## config.mk

```make
export PLATFORM = sky130hd
export DESIGN_NAME = serial_tx_arbiter
export DESIGN_NICKNAME = d
export VERILOG_FILES = /design/src/rtl/serial_tx_arbiter.sv
export SDC_FILE = /design/constraint.sdc
export NUM_CORES = 1
export LEC_CHECK = 0
export CORE_UTILIZATION = 48
export DETAILED_ROUTE_END_ITERATION = 8
export PLACE_DENSITY = 0.81
export RECOVER_POWER = 50
export SLEW_MARGIN = 20
export SYNTH_ARGS = -nofsm -noshare
export SYNTH_HDL_FRONTEND = slang
export SYNTH_SLANG_ARGS = --single-unit
```

## constraint.sdc

```tcl
create_clock -name clk -period 3.7 [get_ports clk]
set_clock_uncertainty 0.2 [all_clocks]
set_input_delay 1.11 -clock clk [delete_from_list [all_inputs] [get_ports clk]]
set_output_delay 1.11 -clock clk [all_outputs]
set_load 0.05 [all_outputs]
```

## src/rtl/serial_tx_arbiter.sv

```systemverilog
`default_nettype none
// ----------------------------------------------------------------------------
// serial_tx_arbiter : 4-way round-robin arbiter feeding a 7-bit + parity framer
// Revision          : 1.0
// ----------------------------------------------------------------------------
module serial_tx_arbiter #(
  parameter int STOP_BITS = 1
) (
  input  logic        clk,
  input  logic        rstn,
  input  logic [3:0]  req_valid,
  input  logic [27:0] req_data,
  input  logic [3:0]  req_err_inject,
  output logic [3:0]  req_ready,
  output logic        serial_out,
  output logic        busy,
  output logic [1:0]  grant_id,
  output logic        frame_done
);

  typedef enum logic [2:0] {
    IDLE   = 3'd0,
    START  = 3'd1,
    DATA   = 3'd2,
    PARITY = 3'd3,
    STOP   = 3'd4
  } state_t;

  localparam logic [3:0] STOP_LAST = 4'(STOP_BITS - 1);

  state_t     state, state_next;
  logic [1:0] last_grant;
  logic [1:0] winner;
  logic [1:0] idx;
  logic       found;
  logic       accept;
  logic [6:0] sel_data;
  logic [6:0] payload;
  logic       parity_bit;
  logic [2:0] bit_cnt;
  logic [3:0] stop_cnt;
  logic       serial_next;
  logic       done_next;

  // Search starts one past the last granted requester and wraps.
  always_comb begin
    winner = 2'd0;
    found  = 1'b0;
    idx    = 2'd0;
    for (int k = 1; k <= 4; k++) begin
      idx = last_grant + 2'(k);
      if (!found && req_valid[idx]) begin
        found  = 1'b1;
        winner = idx;
      end
    end
  end

  always_comb begin
    case (winner)
      2'd0:    sel_data = req_data[6:0];
      2'd1:    sel_data = req_data[13:7];
      2'd2:    sel_data = req_data[20:14];
      default: sel_data = req_data[27:21];
    endcase
  end

  always_comb begin
    state_next  = state;
    req_ready   = 4'b0000;
    accept      = 1'b0;
    serial_next = serial_out;
    done_next   = 1'b0;
    case (state)
      IDLE: begin
        serial_next = 1'b1;
        if (found && rstn) begin
          req_ready[winner] = 1'b1;
          accept            = 1'b1;
          state_next        = START;
          serial_next       = 1'b0;
        end
      end
      START: begin
        serial_next = payload[0];
        state_next  = DATA;
      end
      DATA: begin
        // payload is shifted right as bits go out, so bit 0 is always next
        if (bit_cnt == 3'd6) begin
          serial_next = parity_bit;
          state_next  = PARITY;
        end else begin
          serial_next = payload[0];
        end
      end
      PARITY: begin
        serial_next = 1'b1;
        state_next  = STOP;
      end
      STOP: begin
        serial_next = 1'b1;
        if (stop_cnt == STOP_LAST) begin
          state_next = IDLE;
          done_next  = 1'b1;
        end
      end
      default: begin
        serial_next = 1'b1;
        state_next  = IDLE;
      end
    endcase
  end

  always_ff @(posedge clk or negedge rstn) begin
    if (!rstn) state <= IDLE;
    else       state <= state_next;
  end

  always_ff @(posedge clk or negedge rstn) begin
    if (!rstn) begin
      serial_out <= 1'b1;
      frame_done <= 1'b0;
      grant_id   <= 2'd0;
      last_grant <= 2'd3;
      payload    <= 7'd0;
      parity_bit <= 1'b0;
      bit_cnt    <= 3'd0;
      stop_cnt   <= 4'd0;
    end else begin
      serial_out <= serial_next;
      frame_done <= done_next;
      if (accept) begin
        grant_id   <= winner;
        last_grant <= winner;
        payload    <= sel_data;
        parity_bit <= (^sel_data) ^ req_err_inject[winner];
      end else if (state == START || (state == DATA && bit_cnt != 3'd6)) begin
        payload <= {1'b0, payload[6:1]};
      end
      bit_cnt  <= (state == DATA) ? bit_cnt + 3'd1 : 3'd0;
      stop_cnt <= (state == STOP) ? stop_cnt + 4'd1 : 4'd0;
    end
  end

  assign busy = (state != IDLE);

endmodule
`default_nettype wire

```

### Word-level counts from Yosys, hierarchy flattened

Index checks and enable logic that the tools add are counted.

* bits in registers: 24
* input port bits: 38
* output and inout bits: 9
* logic and storage cells: 87

* $add $sub $neg: 5
* order comparisons: 6
* equality and inequality tests: 11
* mux-type cells: 38
* bitwise gates (word level): 1
* reduce and logical (&&, ||, !) cells: 17

Operator list (count)
* 7-bit case mux with 3 select lines: 1
* 1-bit two-way mux: 16
* 2-bit by 3-bit < comparator with 1-bit output, second input constant: 5
* 3-bit case mux with 5 select lines: 1
* 7-bit two-way mux: 2
* 3-bit two-way mux: 4
* 4-bit two-way mux: 3
* 1-bit binary-select mux with 2-bit select: 5
* 2-bit two-way mux: 4
* 7-bit parity: 1
* 3-bit by 2-bit == test with 1-bit output, second input constant: 2
* 3-bit == test, second input constant: 2
* 1-bit logical AND: 6
* 2-bit inequality test, second input constant: 3
* 2-bit adder, second input constant: 2
* 4-bit by 1-bit adder with 4-bit output, second input constant: 1
* 4-bit zero test: 1
* 3-bit by 1-bit adder with 3-bit output, second input constant: 1
* 3-bit by 1-bit == test with 1-bit output, second input constant: 1
* 1-bit zero test: 3
* 3-bit zero test: 1
* 3-bit inequality test, second input constant: 1
* 1-bit case mux with 3 select lines: 1
* 3-bit AND reduction: 1
* 10 further kinds: 10

### Longest topological paths before layout

Gate-level depths: netlist of run 1.

* depth after elaboration: 19
* gate-level depth with buffers: 7
* gate-level depth less buffers: 7

### Worst setup path after synthesis of run 1

No wires, ideal clock.

* kind: input-to-output
* from: input port req_valid[3]
* to: output port req_ready[0]
* arrival time: 3.113 ns
* data required time: 2.390 ns
* slack: -0.723 ns
* stages: 5
* path buffers: 1
* path through: nand2b_1 o21ai_0 a211oi_1 clkbuf_1 nor3b_1

* cells in the longest elaborated chain, start to end: 18
* elaborated cells on any way between the ends: 30
* those cells by class: order compare (2); mux (20); reduce/logical (8)

RTL lines
* from (decl): RTL line 11 `input logic [3:0] req_valid,`
* 1-bit binary-select mux with 2-bit select: RTL line 52 `if (!found && req_valid[idx]) begin`
* 1-bit two-way mux (implied by the code): RTL line 52
* 1-bit two-way mux: RTL line 52
* 1-bit zero test: RTL line 52
* 1-bit logical AND: RTL line 52
* 1-bit two-way mux: RTL line 52
* 1-bit zero test: RTL line 52
* 1-bit logical AND: RTL line 52
* [... 2 more ...]
* 1-bit logical AND: RTL line 52
* 2-bit two-way mux: RTL line 52
* 2-bit by 3-bit < comparator with 1-bit output (implied by the code) / 2-bit by 1-bit >= comparator with 1-bit output (equally long branches): RTL line 78 `req_ready[winner] = 1'b1;`
* 1-bit logical AND (implied by the code): RTL line 78
* 1-bit two-way mux (implied by the code): RTL line 78
* 1-bit demux with 2-bit select: RTL line 78
* 4-bit two-way mux (*): RTL line 77 `if (found && rstn) begin`
* 4-bit two-way mux (*): RTL line 74 `case (state)`
* to (decl): RTL line 14 `output logic [3:0] req_ready,`

Mark *: on every way between the ends. The rest lies on a longest branch, timed or not. The select of a mux whose other input is x is not followed.

### Worst setup path after layout of run 1

* from: input port rstn
* to: output port req_ready[0]

* cells in the longest elaborated chain, start to end: 3

RTL lines
* from (decl): RTL line 10 `input logic rstn,`
* 1-bit logical AND: RTL line 77
* 4-bit two-way mux: RTL line 77
* 4-bit two-way mux: RTL line 74

Every way passes these cells.

==> impl_metrics.ini, run 1 <==
[synth]
synthCells = 173
synth-compound-area-share_pct = 14.1
ys.flop_type = dfrtp_1
synth-simple-area-share_pct = 15.7
netlist.area_leader.share_pct = 31.7
synth_top_family_by_area = XOR/XNOR gates
synth-seq-area-share_pct = 36.5
synth_seq_cells = 24
synthTopCellsByArea = dfrtp_1 32%, xnor2_1 15%, mux2i_1 7.2%, dfstp_2 4.8%, nand2_1 3.4%
synth_edf_count = 0
yosysTopAreaCell = dfrtp_1
synthArstFlopShare_pct = 100
yosys.cell_count.top_type = xnor2_1
syn_area_um2 = 1660
synthMuxAreaShare_pct = 11.3
synthXorXnorAreaFrac_pct = 16.4
postSynthAreaPerCell_um2 = 9.58
synth_common_cells = 28 x xnor2_1, 21 x dfrtp_1, 15 x nand2_1
yosysWarnings = 0
synth_nets = 215
synth-adder-area-share_pct = 3.02
ys_types = 41

[floorplanning]
die_x_um = 60.8
fp.dieH_um = 60.8
dieArea_um2 = 3690
ios = 47
start_util_pct = 52.6
core_area_um2 = 3150
row_count = 20

[sta]
rsz0062_at_grt = no
hold_ws_ns = 0.275
hold_viol_final = 0
timing.final.ws_setup_ns = 0.0758
drv_slew = 0
tightest_slew_ns = 1.21
setup_viol = 0
post-route-period-util_pct = 98.0
fin_crit_ns = 3.62
slew_headroom_pct = 19.0
fmax_mhz = 276

[clock_network]
root_buffer = clkbuf_4
clkSlewWorstSetupHoldPaths_ns = 0.12
cts_max_path_buffers = 2
cts_sinks = 24
insertion_delay_ns = 0.31
ctsHoldBuffers = 0
cts-buffers-inserted = 3
h-tree-depth = 1
cts_tree = yes

[worst_setup_path]
cp_max_fo = 3
critPathCaptureType = primary output
critPathArrivalTime_ns = 2.31
cp-start-kind = input port
crit_path_top_delay_cell = or2_4
criticalPathCategory = in2out
crit_chain = dlygate4sd2_1, o41ai_2, buf_4, or2_4, nor3b_4, buf_12
cp_top_family = buffers and inverters
cp.required_ns = 2.39
path_buf_inv = 3
slowest_delay_ns = 0.28

[placement]
port-buffer-count = 46
dpl-instance-area_um2 = 2280
gp_congestion = 0.724
dpl.hpwl_um = 3170
pre_cts_slack_ns = -0.402

[power_and_ir_drop]
p_leak_nw = 1.00
peakVddDrop_mv = 0.349
cellPowerDensity_nw_per_um2 = 623
p_switching_uw = 640
swShare_pct = 42.9
p_clk_share_pct = 9.1
pwr-share-comb_pct = 60.9
power_frac_seq_pct = 30.0
intPower_uw = 853

[grt]
grt_usage_pct = 23.2
grt_max_degree = 25
gr-total-overflow = 0
antenna_found_initial = 0
grt_pass1_wl_um = 6320
first_global_vias = 1482

[routing]
wl_per_cell_um = 14.2
drt-initial-drc-count = 46
wl_um = 3960
vias_per_cell = 5.34
vias = 1491
drc_errors = 0
antenna_left = 0
first_pass_iters = 4

[outcome]
status = completed

[final_layout]
n_antenna_cell = 0
fillers = 223
regArea_um2 = 604
finish.utilization_pct = 76.0
synthToLayoutAreaGrowth_pct = 44.5
num-nets-final = 278
multiInputGateArea_um2 = 1070
fin_area_um2 = 2400
drive_above_1_share_pct = 21.7

[flow_run]
max_cap_violations = 0

[worst_hold_path]
hold_class = reg2reg
sequential cells by signal (all words and copies together), names as in the netlist:
signal	flops
bit_cnt	3
frame_done	1
grant_id	2
last_grant	2
parity_bit	1
payload	7
serial_out	1
state	3
stop_cnt	4
what timing repair did:
action	CTS	global route
setup buffers	5	2
gates resized for setup	18	10
setup endpoints to repair	4	4
pin swaps	3	5
endpoints found under the hold margin	0	0
layout make-up:
type	count	area share [%]
Clock buffer	4	1.51
Inverter	4	0.627
Multi-Input combinational cell	139	44.9
Sequential cell	24	25.2
Tap cell	44	2.30
Timing Repair Buffer	64	25.5
power by group through the flow:
| stage | combinational (mW) | sequential (mW) | clock (mW) |
|---|---|---|---|
| floorplan | 0.527 | 0.488 | 0 |
| global placement | 0.813 | 0.440 | 0 |
| detailed placement | 0.840 | 0.448 | 0 |
| CTS | 0.888 | 0.444 | 0.139 |
| global route | 0.982 | 0.459 | 0.151 |
| finish | 0.910 | 0.448 | 0.135 |
layer usage:
| metal | GRT usage (%) | wire (um) | up-vias |
|---|---|---|---|
| li1 | - | - | 728 |
| met1 | 25.4 | 1520 | 717 |
| met2 | 43.6 | 2230 | 40 |
| met3 | 4.90 | 159 | 6 |
| met4 | 8.44 | 51 | 0 |
| met5 | 0 | 0 | - |
layout by cell type (no fill, tap or decap), drive strengths merged, types with 5 or more instances in the layout:
cell / Yosys / routed
mux2i: 12 / 12
dfrtp: 21 / 21
xnor2: 28 / 28
o211ai: 6 / 6
mux2: 6 / 6
clkbuf: 3 / 8
a21oi: 5 / 5
o21ai: 10 / 10
nand2: 15 / 15
buf: 3 / 22
nor2: 15 / 15
nand2b: 5 / 5
clkdlybuf4s50: 0 / 37
per-stage QoR:
step                      power (mW)  instances  TNS, ns
after global placement          1.25        268    -1.05
after global routing            1.59        279        0
after floorplan                 1.02        173   -0.391
after CTS                       1.47        277        0
after detailed placement        1.29        268    -1.33
final                           1.49        279        0
final timing paths:
kind	depth (start not counted)	startpoint	endpoint	slack (ns)
max in group asynchronous	2	rstn	bit_cnt[0]	1.45
max	6	rstn	req_ready[0]	0.08
max reg2reg	8	last_grant[1]	payload[1]	1.15
min reg2reg	1	bit_cnt[0]	bit_cnt[0]	0.28
min in group asynchronous	2	rstn	grant_id[0]	1.14
min	1	bit_cnt[0]	bit_cnt[0]	0.28
cells by family after synthesis:
family / after synthesis
fa+ha+maj: 4
flops: 24
mux: 18
compound gates: 33
xor+xnor: 31
buf+inv: 10
simple gates: 53
Power figures use the tool's default switching activity.
==> inputs of run 2 (changes only) <==
Settings changed: REMOVE_ABC_BUFFERS from default to 1, TNS_END_PERCENT from default to 5.
==> run 2 against run 1 <==
- via count rose by 5.5%
- register-to-register slack lost 0.77 ns
- sequential power increased by 2%
- sequential cell count did not move
- worst setup slack worse by 0.075 ns
- cell area is 4.6% higher
- total power rose by 9.6%
- first-iteration DRC count grew 72%
- core utilization grew 3.5 points
- clock power is 42% higher
- count of clock-buffer cells in the layout shrank 1
- critical path type is now in2reg
- largest power group unchanged
==> impl_metrics.ini, run 2 (same netlist as run 1, synthesis figures left out) <==
[outcome]
status = completed

[power_and_ir_drop]
p_switching_uw = 681
peakVddDrop_mv = 0.306
swShare_pct = 41.7
p_leak_nw = 1.07
p_clk_share_pct = 11.8
pwr-share-comb_pct = 60.2
intPower_uw = 955
power_frac_seq_pct = 28.0
cellPowerDensity_nw_per_um2 = 653

[placement]
dpl.hpwl_um = 3190
gp_congestion = 0.758
pre_cts_slack_ns = -0.401
dpl-instance-area_um2 = 2270
port-buffer-count = 46

[sta]
fin_crit_ns = 3.70
post-route-period-util_pct = 100
hold_viol_final = 0
timing.final.ws_setup_ns = 0.00110
drv_slew = 0
hold_ws_ns = 0.275
slew_headroom_pct = 13.3
fmax_mhz = 270
tightest_slew_ns = 1.30
setup_viol = 0

[clock_network]
insertion_delay_ns = 0.32
h-tree-depth = 1
root_buffer = clkbuf_4
cts_sinks = 24
cts_tree = yes
cts-buffers-inserted = 3
cts_max_path_buffers = 2
clkSlewWorstSetupHoldPaths_ns = 0.14

[worst_setup_path]
cp_max_fo = 6
cp_top_family = buffers and inverters
cp-start-kind = input port
crit_chain = buf_4, or2_4, a311oi_4, nand2_2, buf_6, buf_4, buf_4, buf_4, buf_4, buf_4, buf_4, buf_4, buf_4, buf_4, buf_4, buf_4, buf_4, buf_4, nand2_1
cp.depth = 19
crit_path_top_delay_cell = a311oi_4
criticalPathCategory = in2reg
reg2reg_depth = 18
critPathCaptureType = flip-flop
path_common_cell = buf_4
cp.required_ns = 3.77
slowest_delay_ns = 0.38
path_buf_inv = 15
critPathArrivalTime_ns = 3.77

[routing]
antenna_left = 0
first_pass_iters = 4
drc_errors = 0
drt-initial-drc-count = 79
wl_um = 4640
vias = 1573
vias_per_cell = 5.42
wl_per_cell_um = 16.0

[floorplanning]
fp.dieH_um = 60.8
core_area_um2 = 3150
dieArea_um2 = 3690
ios = 47
start_util_pct = 52.6
die_x_um = 60.8
row_count = 20

[worst_hold_path]
whs_path_depth = 1
hold_class = reg2reg

[grt]
grt_max_degree = 25
first_global_vias = 1653
grt_pass1_wl_um = 6980
gr-total-overflow = 0
grt_usage_pct = 26.2
antenna_found_initial = 0

[final_layout]
synthToLayoutAreaGrowth_pct = 51.2
drive_above_1_share_pct = 25.6
n_antenna_cell = 0
final_common_cell = clkdlybuf4s50_1
fin_area_um2 = 2510
finish.utilization_pct = 79.5
final_cell_mix = 37 x clkdlybuf4s50_1, 28 x xnor2_1, 28 x buf_4
num-nets-final = 289
regMostFlops = payload
reg_top3 = payload (7), stop_cnt (4)
largest_reg_flops = 7
fillers = 218

[flow_run]
max_cap_violations = 0
==> run 2: area by class of cell <==
cell class                 instances  area [um2]  share of cell area, %
multi-input combinational        139        1070                   42.9
timing repair buffer              75         706                   28.1
sequential                        24         604                   24.1
tap                               44        55.1                   2.20
clock inverter                     1        30.0                   1.20
clock buffer                       3        22.5                  0.898
inverter                           4        15.0                  0.599
==> run 2: through the flow <==
stage | std cells | total power [mW] | setup TNS [ns]
after detailed placement | 268 | 1.29 | -1.37
final | 290 | 1.64 | 0
after global routing | 290 | 1.73 | -0.0423
after CTS | 288 | 1.58 | -0.0151
after global placement | 268 | 1.25 | -1.12
after floorplan | 167 | 0.985 | -3.60
==> run 2: path summary, 6_finish.rpt <==
| path | startpoint | endpoint | slack [ns] |
|---|---|---|---|
| setup / recovery | req_valid[1] | grant_id[1] | 0.001 |
| hold / removal | bit_cnt[0] | bit_cnt[0] | 0.27 |
| setup reg to reg | state[2] | grant_id[1] | 0.38 |
| hold reg to reg | bit_cnt[0] | bit_cnt[0] | 0.27 |
| max in group asynchronous | rstn | grant_id[1] | 1.40 |
| min in group asynchronous | rstn | payload[0] | 1.15 |
==> run 2: power by group through the flow <==
stage | Clock, mW | Sequential (mW) | Combinational [mW]
after floorplan | 0 | 0.492 | 0.492
after global placement | 0 | 0.442 | 0.809
after detailed placement | 0 | 0.455 | 0.833
after CTS | 0.193 | 0.455 | 0.930
after global routing | 0.209 | 0.468 | 1.06
final | 0.192 | 0.459 | 0.985
==> run 2: what timing repair did <==
action / 4_1_cts / 5_1_grt
hold buffers: 0 / 0
gates resized for setup: 21 / 17
buffers inserted: 16 / 2
endpoints found under the setup margin: 4 / 6
pin swaps: 5 / 4
==> run 2: worst reg2reg max path, stage by stage, from the launching register on <==
cell and delay [ns]:
dfrtp_1 0.51, or3_1 0.48, nor2_2 0.20, nand2_2 0.10, buf_6 0.14, buf_4 0.12
buf_4 0.12, buf_4 0.12, buf_4 0.12, buf_4 0.13, buf_4 0.12, buf_4 0.12
buf_4 0.12, buf_4 0.12, buf_4 0.12, buf_4 0.12, buf_4 0.12, buf_4 0.13
nand2_1 0.05
==> run 2: routing by layer <==
| layer | vias to the layer above | GRT usage [%] | routed length, um |
|---|---|---|---|
| met5 | - | 0 | 0 |
| met4 | 0 | 11.7 | 168 |
| met3 | 16 | 4.05 | 206 |
| met2 | 63 | 52.6 | 2550 |
| met1 | 748 | 25.9 | 1710 |
| li1 | 746 | - | - |
==> inputs of run 3 (changes only) <==
Settings changed: PLACE_DENSITY 0.81 to 0.84.
==> run 3 against run 2 <==
- hold slack gained 0.0024 ns
- die area unchanged
- first-iteration DRC count shrank 43%
- cell area down 6.0%
- non-clock buffer count is 14 lower
- critical path depth decreased by 12
- count of clock-buffer cells in the layout is 1 higher
- critical path type is now in2out
- largest power group unchanged
==> impl_metrics.ini, run 3 (same netlist as run 1, synthesis figures left out) <==
[worst_hold_path]
hold_class = reg2reg
min_to = bit_cnt[0]
hold_start = bit_cnt[0]
whs_path_depth = 1

[clock_network]
cts_max_path_buffers = 2
cts_tree = yes
insertion_delay_ns = 0.30
root_buffer = clkbuf_4
cts_sinks = 24
h-tree-depth = 1
cts-buffers-inserted = 3
clkSlewWorstSetupHoldPaths_ns = 0.13
ctsHoldBuffers = 0

[final_layout]
n_antenna_cell = 0
synthToLayoutAreaGrowth_pct = 42.1
drive_above_1_share_pct = 18.5
largest_reg_flops = 7
final_cell_mix = 37 x clkdlybuf4s50_1, 28 x xnor2_1, 21 x dfrtp_1
final_common_cell = clkdlybuf4s50_1
num-nets-final = 275
regMostFlops = payload
reg_top3 = payload (7), stop_cnt (4)
finish.utilization_pct = 74.7

[grt]
grt_usage_pct = 22.2
grt_max_degree = 25
antenna_found_initial = 0
grt_pass1_wl_um = 6040
first_global_vias = 1444
gr-total-overflow = 0

[sta]
tightest_slew_ns = 1.22
fmax_mhz = 275
drv_slew = 0
setup_viol = 0
fin_crit_ns = 3.63
rsz0062_at_grt = no
hold_viol_final = 0
timing.final.ws_setup_ns = 0.0661
slew_headroom_pct = 18.9
hold_ws_ns = 0.277
tns_ns = 0
post-route-period-util_pct = 98.2

[power_and_ir_drop]
p_switching_uw = 623
p_leak_nw = 0.978
peakVddDrop_mv = 0.257
swShare_pct = 43.0
pwr-share-comb_pct = 61.8
p_clk_share_pct = 7.6
intPower_uw = 827
cellPowerDensity_nw_per_um2 = 615
power_frac_seq_pct = 30.6

[floorplanning]
dieArea_um2 = 3690
die_x_um = 60.8
row_count = 20
start_util_pct = 52.6
ios = 47
core_area_um2 = 3150
fp.dieH_um = 60.8

[worst_setup_path]
r2r-end = payload[6]
critPathCaptureType = primary output
cp.required_ns = 2.39
criticalPathCategory = in2out
reg2reg_depth = 9
cp_max_fo = 4
r2r-start = last_grant[1]
reg2reg_slack_ns = 1.15
critPathArrivalTime_ns = 2.32
cp-start-kind = input port

[flow_run]
max_cap_violations = 0

[placement]
pre_cts_slack_ns = -0.386
dpl.hpwl_um = 2920
gp_congestion = 0.817
port-buffer-count = 46

[routing]
drt-initial-drc-count = 45
first_pass_iters = 4
antenna_left = 0
vias = 1434
wl_um = 3640
drc_errors = 0
vias_per_cell = 5.20
wl_per_cell_um = 13.2

[outcome]
status = completed
[run 3: layout make-up]
class                           count  area (um2)
Fill cell                         226         797
Tap cell                           44        55.1
Clock buffer                        4        26.3
Timing Repair Buffer               61         593
Inverter                            4        15.0
Multi-Input combinational cell    139        1060
Sequential cell                    24         604
[run 3: repair_timing]
action	4_1_cts	5_1_grt
pin swaps	6	4
setup endpoints to repair	4	4
endpoints found under the hold margin	0	0
resized for setup	25	2
buffers inserted	5	1
[run 3: metrics by stage]
step / total power [mW] / area (um2) / std cells
global placement: 1.23 / 2250 / 266
global route: 1.55 / 2360 / 276
finish: 1.45 / 2360 / 276
CTS: 1.45 / 2360 / 275
detailed placement: 1.27 / 2250 / 266
floorplan: 0.985 / 1620 / 167
[run 3: worst max-delay path, stage by stage]
cell	delay (ns)
clkdlybuf4s15_1	0.25
nand2b_1	0.15
a21oi_2	0.07
a211oi_2	0.23
buf_4	0.19
and3_4	0.19
buf_12	0.13
[run 3: power by group through the flow]
| stage | Clock (mW) | Sequential, mW | Combinational (mW) |
|---|---|---|---|
| finish | 0.111 | 0.443 | 0.896 |
| global route | 0.129 | 0.458 | 0.967 |
| CTS | 0.115 | 0.443 | 0.888 |
| detailed placement | 0 | 0.447 | 0.821 |
| global placement | 0 | 0.440 | 0.794 |
| floorplan | 0 | 0.492 | 0.492 |
[run 3: worst max path at each step]
| stage | from | end | depth (start not counted) |
|---|---|---|---|
| 6_report | req_valid[2] | req_ready[2] | 7 |
| 5_1_grt | req_valid[2] | req_ready[2] | 7 |
| 4_1_cts | req_valid[0] | req_ready[2] | 5 |
| 3_5_place_dp | req_valid[1] | req_ready[3] | 6 |
| 3_3_place_gp | req_valid[1] | req_ready[3] | 6 |
| 2_1_floorplan | req_valid[3] | req_ready[0] | 4 |
[run 3: per-layer routing]
metal	vias to the layer above	global-route usage [%]	wire length (um)
met5	-	0	0
met3	8	0.853	136
met4	0	12.0	120
li1	722	-	-
met1	644	24.3	1470
met2	60	42.7	1910
